===== src/rtl/bcd_pkg.sv =====
// Shared types and constants for the sequential double-dabble binary-to-BCD converter.
package bcd_pkg;

  typedef enum logic [1:0] {
    IDLE = 2'd0,
    CONV = 2'd1,
    FIN  = 2'd2
  } state_t;

  localparam int DIGIT_W = 4;
  localparam logic [DIGIT_W-1:0] ADJ_THRESH = 4'd5;
  localparam logic [DIGIT_W-1:0] ADJ_ADD    = 4'd3;

  // Iteration counter must be able to hold BIN_W itself.
  function automatic int cnt_width(input int bin_w);
    return $clog2(bin_w + 1);
  endfunction

endpackage


===== src/rtl/bin_to_bcd_seq_if.sv =====
// Request/result bundle between a binary-count producer and the BCD converter.
// Handshake: start is a valid strobe, !busy is ready; a transfer happens on a clock edge with start && !busy.
interface bin_to_bcd_seq_if #(
    parameter int BIN_W  = 14,
    parameter int DIGITS = 4
);
    logic                  start;
    logic [BIN_W-1:0]      bin_in;
    logic [4*DIGITS-1:0]   bcd_out;
    logic                  busy;
    logic                  done;
    logic                  ovf;

    modport master (
        output start, bin_in,
        input  bcd_out, busy, done, ovf
    );

    modport slave (
        input  start, bin_in,
        output bcd_out, busy, done, ovf
    );
endinterface


===== src/rtl/bcd_digit_adj.sv =====
// Single BCD digit pre-shift correction: values of 5 or more get 3 added.
module bcd_digit_adj
    import bcd_pkg::*;
(
    input  logic [DIGIT_W-1:0] i_digit,
    output logic [DIGIT_W-1:0] o_digit
);
    assign o_digit = (i_digit >= ADJ_THRESH) ? (i_digit + ADJ_ADD) : i_digit;
endmodule


===== src/rtl/bin_to_bcd_seq.sv =====
// Sequential shift-add-3 binary-to-packed-BCD converter, one bit per clock.
// Optional BCD_SATURATE_EN: overflowing results are shown as all-9s instead of the low digits.
module bin_to_bcd_seq
    import bcd_pkg::*;
#(
    parameter int BIN_W  = 14,
    parameter int DIGITS = 4
) (
    input  logic                 clk,
    input  logic                 rst,
    bin_to_bcd_seq_if.slave      bus,
    output state_t               o_dbg_state
);
    localparam int SCR_W = (DIGITS + 1) * DIGIT_W;
    localparam int OUT_W = DIGITS * DIGIT_W;
    localparam int CNT_W = cnt_width(BIN_W);
    localparam logic [CNT_W-1:0] LAST_ITER = CNT_W'(BIN_W - 1);

    state_t              r_state;
    state_t              w_next;
    logic [BIN_W-1:0]    r_shift;
    logic [SCR_W-1:0]    r_scratch;
    logic [SCR_W-1:0]    w_adj;
    logic [CNT_W-1:0]    r_cnt;
    logic [OUT_W-1:0]    r_bcd;
    logic [OUT_W-1:0]    w_result;
    logic                r_ovf;
    logic                r_done;
    logic                w_busy;
    logic                w_ovf;

    for (genvar g = 0; g <= DIGITS; g++) begin : g_adj
        bcd_digit_adj u_adj (
            .i_digit (r_scratch[g*DIGIT_W +: DIGIT_W]),
            .o_digit (w_adj[g*DIGIT_W +: DIGIT_W])
        );
    end

    always_ff @(posedge clk) begin
        if (rst) r_state <= IDLE;
        else     r_state <= w_next;
    end

    always_comb begin
        w_next = r_state;
        case (r_state)
            IDLE:    if (bus.start)          w_next = CONV;
            CONV:    if (r_cnt == LAST_ITER) w_next = FIN;
            FIN:                             w_next = IDLE;
            default:                         w_next = IDLE;
        endcase
    end

    // The extra top digit only catches values beyond DIGITS decimal digits.
    always_comb begin
        w_busy = (r_state != IDLE);
        w_ovf  = |r_scratch[SCR_W-1 -: DIGIT_W];
`ifdef BCD_SATURATE_EN
        w_result = w_ovf ? {DIGITS{4'd9}} : r_scratch[OUT_W-1:0];
`else
        w_result = r_scratch[OUT_W-1:0];
`endif
    end

    always_ff @(posedge clk) begin
        if (rst) begin
            r_shift   <= '0;
            r_scratch <= '0;
            r_cnt     <= '0;
            r_bcd     <= '0;
            r_ovf     <= 1'b0;
            r_done    <= 1'b0;
        end else begin
            r_done <= (r_state == FIN);
            case (r_state)
                IDLE: begin
                    if (bus.start) begin
                        r_shift   <= bus.bin_in;
                        r_scratch <= '0;
                        r_cnt     <= '0;
                    end
                end
                CONV: begin
                    r_scratch <= {w_adj[SCR_W-2:0], r_shift[BIN_W-1]};
                    r_shift   <= {r_shift[BIN_W-2:0], 1'b0};
                    r_cnt     <= r_cnt + 1'b1;
                end
                FIN: begin
                    r_bcd <= w_result;
                    r_ovf <= w_ovf;
                end
                default: ;
            endcase
        end
    end

    assign bus.bcd_out  = r_bcd;
    assign bus.busy     = w_busy;
    assign bus.done     = r_done;
    assign bus.ovf      = r_ovf;
    assign o_dbg_state  = r_state;
endmodule


===== src/flat_wrapper.sv =====
// flat-port wrapper written by rule: the top's interface ports become plain ports
module bin_to_bcd_seq_flat import bcd_pkg::*;
#(
    parameter int BIN_W  = 14,
    parameter int DIGITS = 4
)
  (clk, rst, o_dbg_state, bus_start, bus_bin_in, bus_bcd_out, bus_busy, bus_done, bus_ovf);
  bin_to_bcd_seq_if #(.BIN_W(BIN_W), .DIGITS(DIGITS)) bus_i ();
  input  logic clk;
  input  logic rst;
  output state_t o_dbg_state;
  input wire logic [$bits(bus_i.start)-1:0] bus_start;
  input wire logic [$bits(bus_i.bin_in)-1:0] bus_bin_in;
  output wire logic [$bits(bus_i.bcd_out)-1:0] bus_bcd_out;
  output wire logic [$bits(bus_i.busy)-1:0] bus_busy;
  output wire logic [$bits(bus_i.done)-1:0] bus_done;
  output wire logic [$bits(bus_i.ovf)-1:0] bus_ovf;
  assign bus_i.start = bus_start;
  assign bus_i.bin_in = bus_bin_in;
  assign bus_bcd_out = bus_i.bcd_out;
  assign bus_busy = bus_i.busy;
  assign bus_done = bus_i.done;
  assign bus_ovf = bus_i.ovf;
  bin_to_bcd_seq #(.BIN_W(BIN_W), .DIGITS(DIGITS)) u_core (.clk(clk), .rst(rst), .bus(bus_i), .o_dbg_state(o_dbg_state));
endmodule

===== config.mk =====
export PLATFORM = sky130hd
export DESIGN_NAME = bin_to_bcd_seq_flat
export DESIGN_NICKNAME = d
export VERILOG_FILES = /design/src/rtl/bcd_pkg.sv /design/src/rtl/bin_to_bcd_seq_if.sv /design/src/rtl/bcd_digit_adj.sv /design/src/rtl/bin_to_bcd_seq.sv /design/src/flat_wrapper.sv
export SDC_FILE = /design/constraint.sdc
export NUM_CORES = 1
export LEC_CHECK = 0
export ABC_CLOCK_PERIOD_IN_PS = 1500
export CORE_ASPECT_RATIO = 0.6
export CORE_MARGIN = 10
export CORE_UTILIZATION = 52
export DETAILED_ROUTE_END_ITERATION = 7
export GPL_ROUTABILITY_DRIVEN = 0
export PLACE_DENSITY = 0.83
export SLEW_MARGIN = 25
export SYNTH_ARGS = -nofsm -noshare
export SYNTH_HDL_FRONTEND = slang
export SYNTH_SLANG_ARGS = --single-unit

===== constraint.sdc =====
create_clock -name clk -period 1.5 [get_ports clk]
set_input_delay 0.15 -clock clk [delete_from_list [all_inputs] [get_ports clk]]
set_output_delay 0.15 -clock clk [all_outputs]
set_load 0.02 [all_outputs]

======== Word level (Yosys, flattened, before mapping) ========
Index checks and enable logic that the tools add are counted.
Widths: inputs -> output; s select.
cells by class
  order comparisons ....................... 5
  muxes and demuxes ....................... 14
  equal/unequal tests ..................... 5
  reduce and logical (&&, ||, !) cells .... 6
  $add $sub $neg .......................... 6
operators with widths
  operator             number
  $pmux 20 s2          1
  $pmux 14 s2          1
  $ge 4x3->1 const B   5
  $mux 20              1
  $mux 4               5
  $add 4x2->4 const B  4
  $mux 14              1
  $pmux 4 s2           1
  $add 4x1->4 const B  1
  $eq 4x4->1 const B   1
  $mux 2               2
  $pmux 2 s2           1
  $reduce_and 2->1     2
  $reduce_bool 2->1    2
  $reduce_or 4->1      1
  $add 3x2->3 const B  1
  $mux 3               1
  $eq 2x1->1 const B   1
  $eq 2x2->1 const B   1
  $logic_not 2->1      1
  $ne 2x1->1 const B   1
  $ne 2x2->1 const B   1
word-level totals
  output and inout bits ................... 21
  input bits .............................. 17
  flip-flop bits (word level) ............. 58
  word-level logic and storage cells ...... 43

======== Depth between registers and ports, before layout ========
  depth in word-level cells ............... 3
  gate-level depth with buffers ........... 6
  mapped depth without buffers ............ 6

======== By module ========
A second synthesis with hierarchy kept.
unflattened totals
  cells, all modules ...................... 306
  area total of the unflattened synthesis .. 2698.8 sq um
by module, submodules not included
  module          times used  sequential area each (sq um)  cells an instance  area an instance (sq um)
  bin_to_bcd_seq  1           1161.1                        226                2192.1
  bcd_digit_adj   5           0.0                           16                 101.3

======== Least setup slack after synthesis ========
No wires, ideal clock.
  path kind ............................... flip-flop to flip-flop
  from .................................... register u_core.r_state[0] (netlist: u_core.o_dbg_state[0])
  to ...................................... register u_core.r_scratch[0]
  clock period less this slack ............ 1.377 ns
  library setup time ...................... 0.128 ns
  path slack .............................. 0.123 ns
  stages on the path, launching flop included .. 7
  arrival time ............................ 1.249 ns
  buffers on the path ..................... 2
  required time ........................... 1.372 ns
  cells stage by stage .................... dfxtp_1 buf_4 nor2_2 or2_1 buf_6 a22oi_1 nor2_1
on the way
  longest elaborated chain between the ends .. 3
  elaborated cells between the ends (all ways) .. 6
  classes of those cells .................. eq/ne (2); mux (1); reduce/logical (3)
RTL lines
  element                                                                  RTL line              source
  start: declaration                                                       bin_to_bcd_seq.sv:19  state_t r_state;
  start signal: assignment                                                 bin_to_bcd_seq.sv:41  else r_state <= w_next;
  $eq 2x1->1 / $logic_not 2->1 (equally long branches)                     bin_to_bcd_seq.sv:75  case (r_state)
  $reduce_bool 2->1 (no source line) / $ne 2x2->1 (equally long branches)  -
  $reduce_and 2->1 (no source line)                                        -
  end signal: assignment                                                   bin_to_bcd_seq.sv:84  r_scratch <= {w_adj[SCR_W-2:0], r_shift[BIN_W-1]};
  end: declaration                                                         bin_to_bcd_seq.sv:22  logic [SCR_W-1:0] r_scratch;
Parallel ways exist; a longest one is shown, timed or not.
A chain may end at the register's enable or synchronous reset.

======== Worst setup path after layout ========
  from .................................... register u_core.r_scratch[16]
  to ...................................... register u_core.r_scratch[18]
on the way
  longest elaborated chain between the ends .. 3
  elaborated cells between the ends (all ways) .. 4
  classes of those cells .................. add/sub (1); order compare (1); mux (2)
RTL lines
  element                                           RTL line              source
  $ge 4x3->1 / $add 3x2->3 (equally long branches)  bcd_digit_adj.sv:8    assign o_digit = (i_digit >= ADJ_THRESH) ? (i_digit + ADJ_ADD) : i_digit;
  $mux 3 *                                          bcd_digit_adj.sv:8
  $pmux 20 s2 *                                     bin_to_bcd_seq.sv:75
Every way passes the cells marked *; elsewhere a longest branch is shown, timed or not.

==> run summary <==
outcome: finished clean
diode count: 0
initial antenna violation count: 0
final setup vio count: 0
XOR/XNOR Fraction of Synth Area: 2.90%
post-synth top area share: 42.6%
CP max-delay cell: dfxtp_1
sequential cell area fraction in the yosys report: 42.6%
Gate power share: 8.3%
post-cts hold buffer count: 0
Worst Hold Path Cells: 2
Final Cycle Share: 99.6%
ranking of synthesized cells by area: dfxtp_1 43%, a21oi_1 7.5%, nor2_1 7.0%
Die H: 76.1 um
H-tree depth: 3
r2r setup slk: 6 ps
worst reg2reg startpoint: u_core.r_scratch[16]
Synth Flop Type: dfxtp_1
# IOs: 38
Chip Width: 113 um
core area: 5050 um2
number of synthesis warnings: 0
Post-Syn Instances: 331
WL final: 6.33 mm
crit start category: register
Max Slew Vio Count: 0
CTS tree: built
Leakage: 1.37 nW
first-pass GRT wire length: 10.8 mm
Sequential Power Share: 45.9%
nets: 405
critical path depth: 6
biggest area consumer among synthesized cells: dfxtp_1
Worst Path Arrival: 1780 ps
# fillers: 415
Inserted Clock Buffers: 9
Sw Share: 21.8%
total congestion overflow: 0
worst hold path type: register to register
Max-slew headroom: 77.4%
max-cap viol count: 0
Seq. cell area: 1170 um2
vias in the first global route: 2315
Mapped Area: 2720 um2
detailed-route via count: 2335
# rows: 20
global router's overall resource usage: 15.0%
Synth Area in Simple Gates: 24.2%
post-route ant nets: 0
CTS max path bufs: 2
hpwl dp: 4.28 mm
buffer and inverter count on the worst path: 1
most numerous cell in the Yosys netlist: dfxtp_1
fmax: 0.669 GHz
Psw: 0.000760 W
Max VDD drop: 0.654 mV
Placed Cells: 429
hold slack: 453 ps
async set or reset register ratio after synthesis: 0%
Largest stage delay, worst path: 360 ps
Int Pwr: 0.00273 W
# clock sinks: 58
IO buf count: 37
post-synthesis adder-cell area fraction: 5.97%
worst slew pin tran: 339 ps
Fin. Hold Viols: 0
Critical Path RT: 1780 ps
Area Growth Syn to Fin: 27.8%
Worst Setup End Kind: register
CTS clk-pin slew, worst paths: 60 ps
clk root buf: clkbuf_8
footprint of the multi-input gates: 1430 um2
min-delay src: u_core.bus.bcd_out[4]
detailed router's first-iteration violation count: 167
largest net degree at the start of global routing: 32
Clock Power Share: 45.7%
Initial Util: 53.9%
Crit Path Class: register to register
skew final: 7.14 ps
cells on worst reg2reg path: 6
Post-synth top cells: 58 x dfxtp_1, 51 x nor2_1, 41 x a21oi_1
CP Launch Point: u_core.r_scratch[16]
PwrDens: 1000 nW/um2
DR vias/cell: 5.25
worst skew pair latency: 340 ps
filler-free cell count of the finished design: 445
Remaining DRCs: 0
Synth Area in Compound Gates: 16.0%
Yosys cell types: 37
post-synthesis mux area share: 2.25%
final core utilization: 68.8%
drt wl/cell: 14.2 um
Final Critical Period: 1490 ps
die area: 8630 um2
largest family of logic cells by synthesized area: simple AND/OR/NAND/NOR gates
Max FO, Critical Path: 4
FF+latch count, synth: 58
syn nets: 361
crit path cell chain: inv_1, ha_2, nand2b_1, a21oi_2, mux2i_1, a22o_1
Post-synth EDFFs: 0
drt pass-1 iters: 4
kind of cell adding the most delay to the critical path: compound AO/OA/AOI/OAI gates
Synth Area per Inst: 8.23 um2
share of post-route cells with drive strength above 1: 14.0%
[layer usage]
metal	track usage, %	vias up	part of all wire [%]
li1	-	1190	-
met4	6.06	0	1.8
met1	17.5	1083	46
met2	23.4	48	46
met3	6.60	14	6.6
met5	0	-	0
[path summary, 6_finish.rpt]
| check | end |
|---|---|
| setup / recovery | u_core.r_scratch[18] |
| setup reg to reg | u_core.r_scratch[18] |
| hold reg to reg | u_core.bus.bcd_out[4] |
| hold / removal | u_core.bus.bcd_out[4] |
[cell type report]
cell class,count,area share [%]
sequential,58,33.5
clock inverter,2,1.73
multi-input combinational,240,41.0
timing repair buffer,54,15.5
inverter,12,1.29
tap,66,2.37
clock buffer,13,4.57
[flip-flops by register name, indices dropped and copies added, names as in the netlist]
name and count:
u_core.bus.bcd_out 16, u_core.bus.done 1, u_core.bus.ovf 1, u_core.o_dbg_state 2, u_core.r_cnt 4, u_core.r_scratch 20
u_core.r_shift 14
[through the flow]
| stage | setup TNS, ps | setup slack [ps] | total power (W) | area (um2) |
|---|---|---|---|---|
| after floorplan | 0 | 123 | 0.00182 | 2720 |
| after global placement | -86.7 | -20.7 | 0.00192 | 3230 |
| after detailed placement | -503 | -84.9 | 0.00193 | 3230 |
| after CTS | 0 | 13.0 | 0.00352 | 3450 |
| after global routing | -64.7 | -58.7 | 0.00361 | 3480 |
| final | 0 | 5.51 | 0.00349 | 3480 |
[cell families after synthesis]
family,count (synthesis)
AO/OA/AOI/OAI,71
XOR/XNOR,9
adder cells (fa/ha/maj),13
buffers and inverters,33
multiplexers,6
flip-flops,58
AND/OR/NAND/NOR,141
[power groups by stage]
stage               clock [W]  combinational (W)  sequential, W
floorplan                   0           0.000192        0.00163
global placement            0           0.000286        0.00164
detailed placement          0           0.000292        0.00164
CTS                   0.00162           0.000291        0.00160
global route          0.00168           0.000325        0.00161
finish                0.00160           0.000291        0.00160
[worst reg2reg max path, stage by stage, from the launching register on]
cell and delay, ps:
dfxtp_1 360, inv_1 120, ha_2 210, nand2b_1 80
a21oi_2 210, mux2i_1 290, a22o_1 180
[layout by cell type, fill, tap and decap left out, types with 2 or more instances in the layout]
cell	instances
dfxtp_1	53
nor2_1	51
a21oi_1	36
nand2_1	34
clkdlybuf4s50_1	34
nor3_1	18
a22o_1	14
nor2b_1	13
buf_4	13
ha_1	12
inv_1	11
clkbuf_8	11
o21ai_0	7
nand3_1	7
nand2b_1	6
mux2i_1	5
xnor2_1	5
dfxtp_2	5
xor2_1	4
a21oi_2	4
buf_12	4
nor2_4	3
or2_2	2
a211oi_2	2
o21ai_1	2
a22oi_1	2
clkbuf_1	2
bufinv_16	2
dlygate4sd2_1	2
[timing repair]
action | CTS | global route
setup endpoints to repair | 8 | 15
gates cloned | 0 | 0
pin swaps | 0 | 4
resized for setup | 8 | 11
setup buffers | 0 | 1
(Power assumes the default switching activity.)
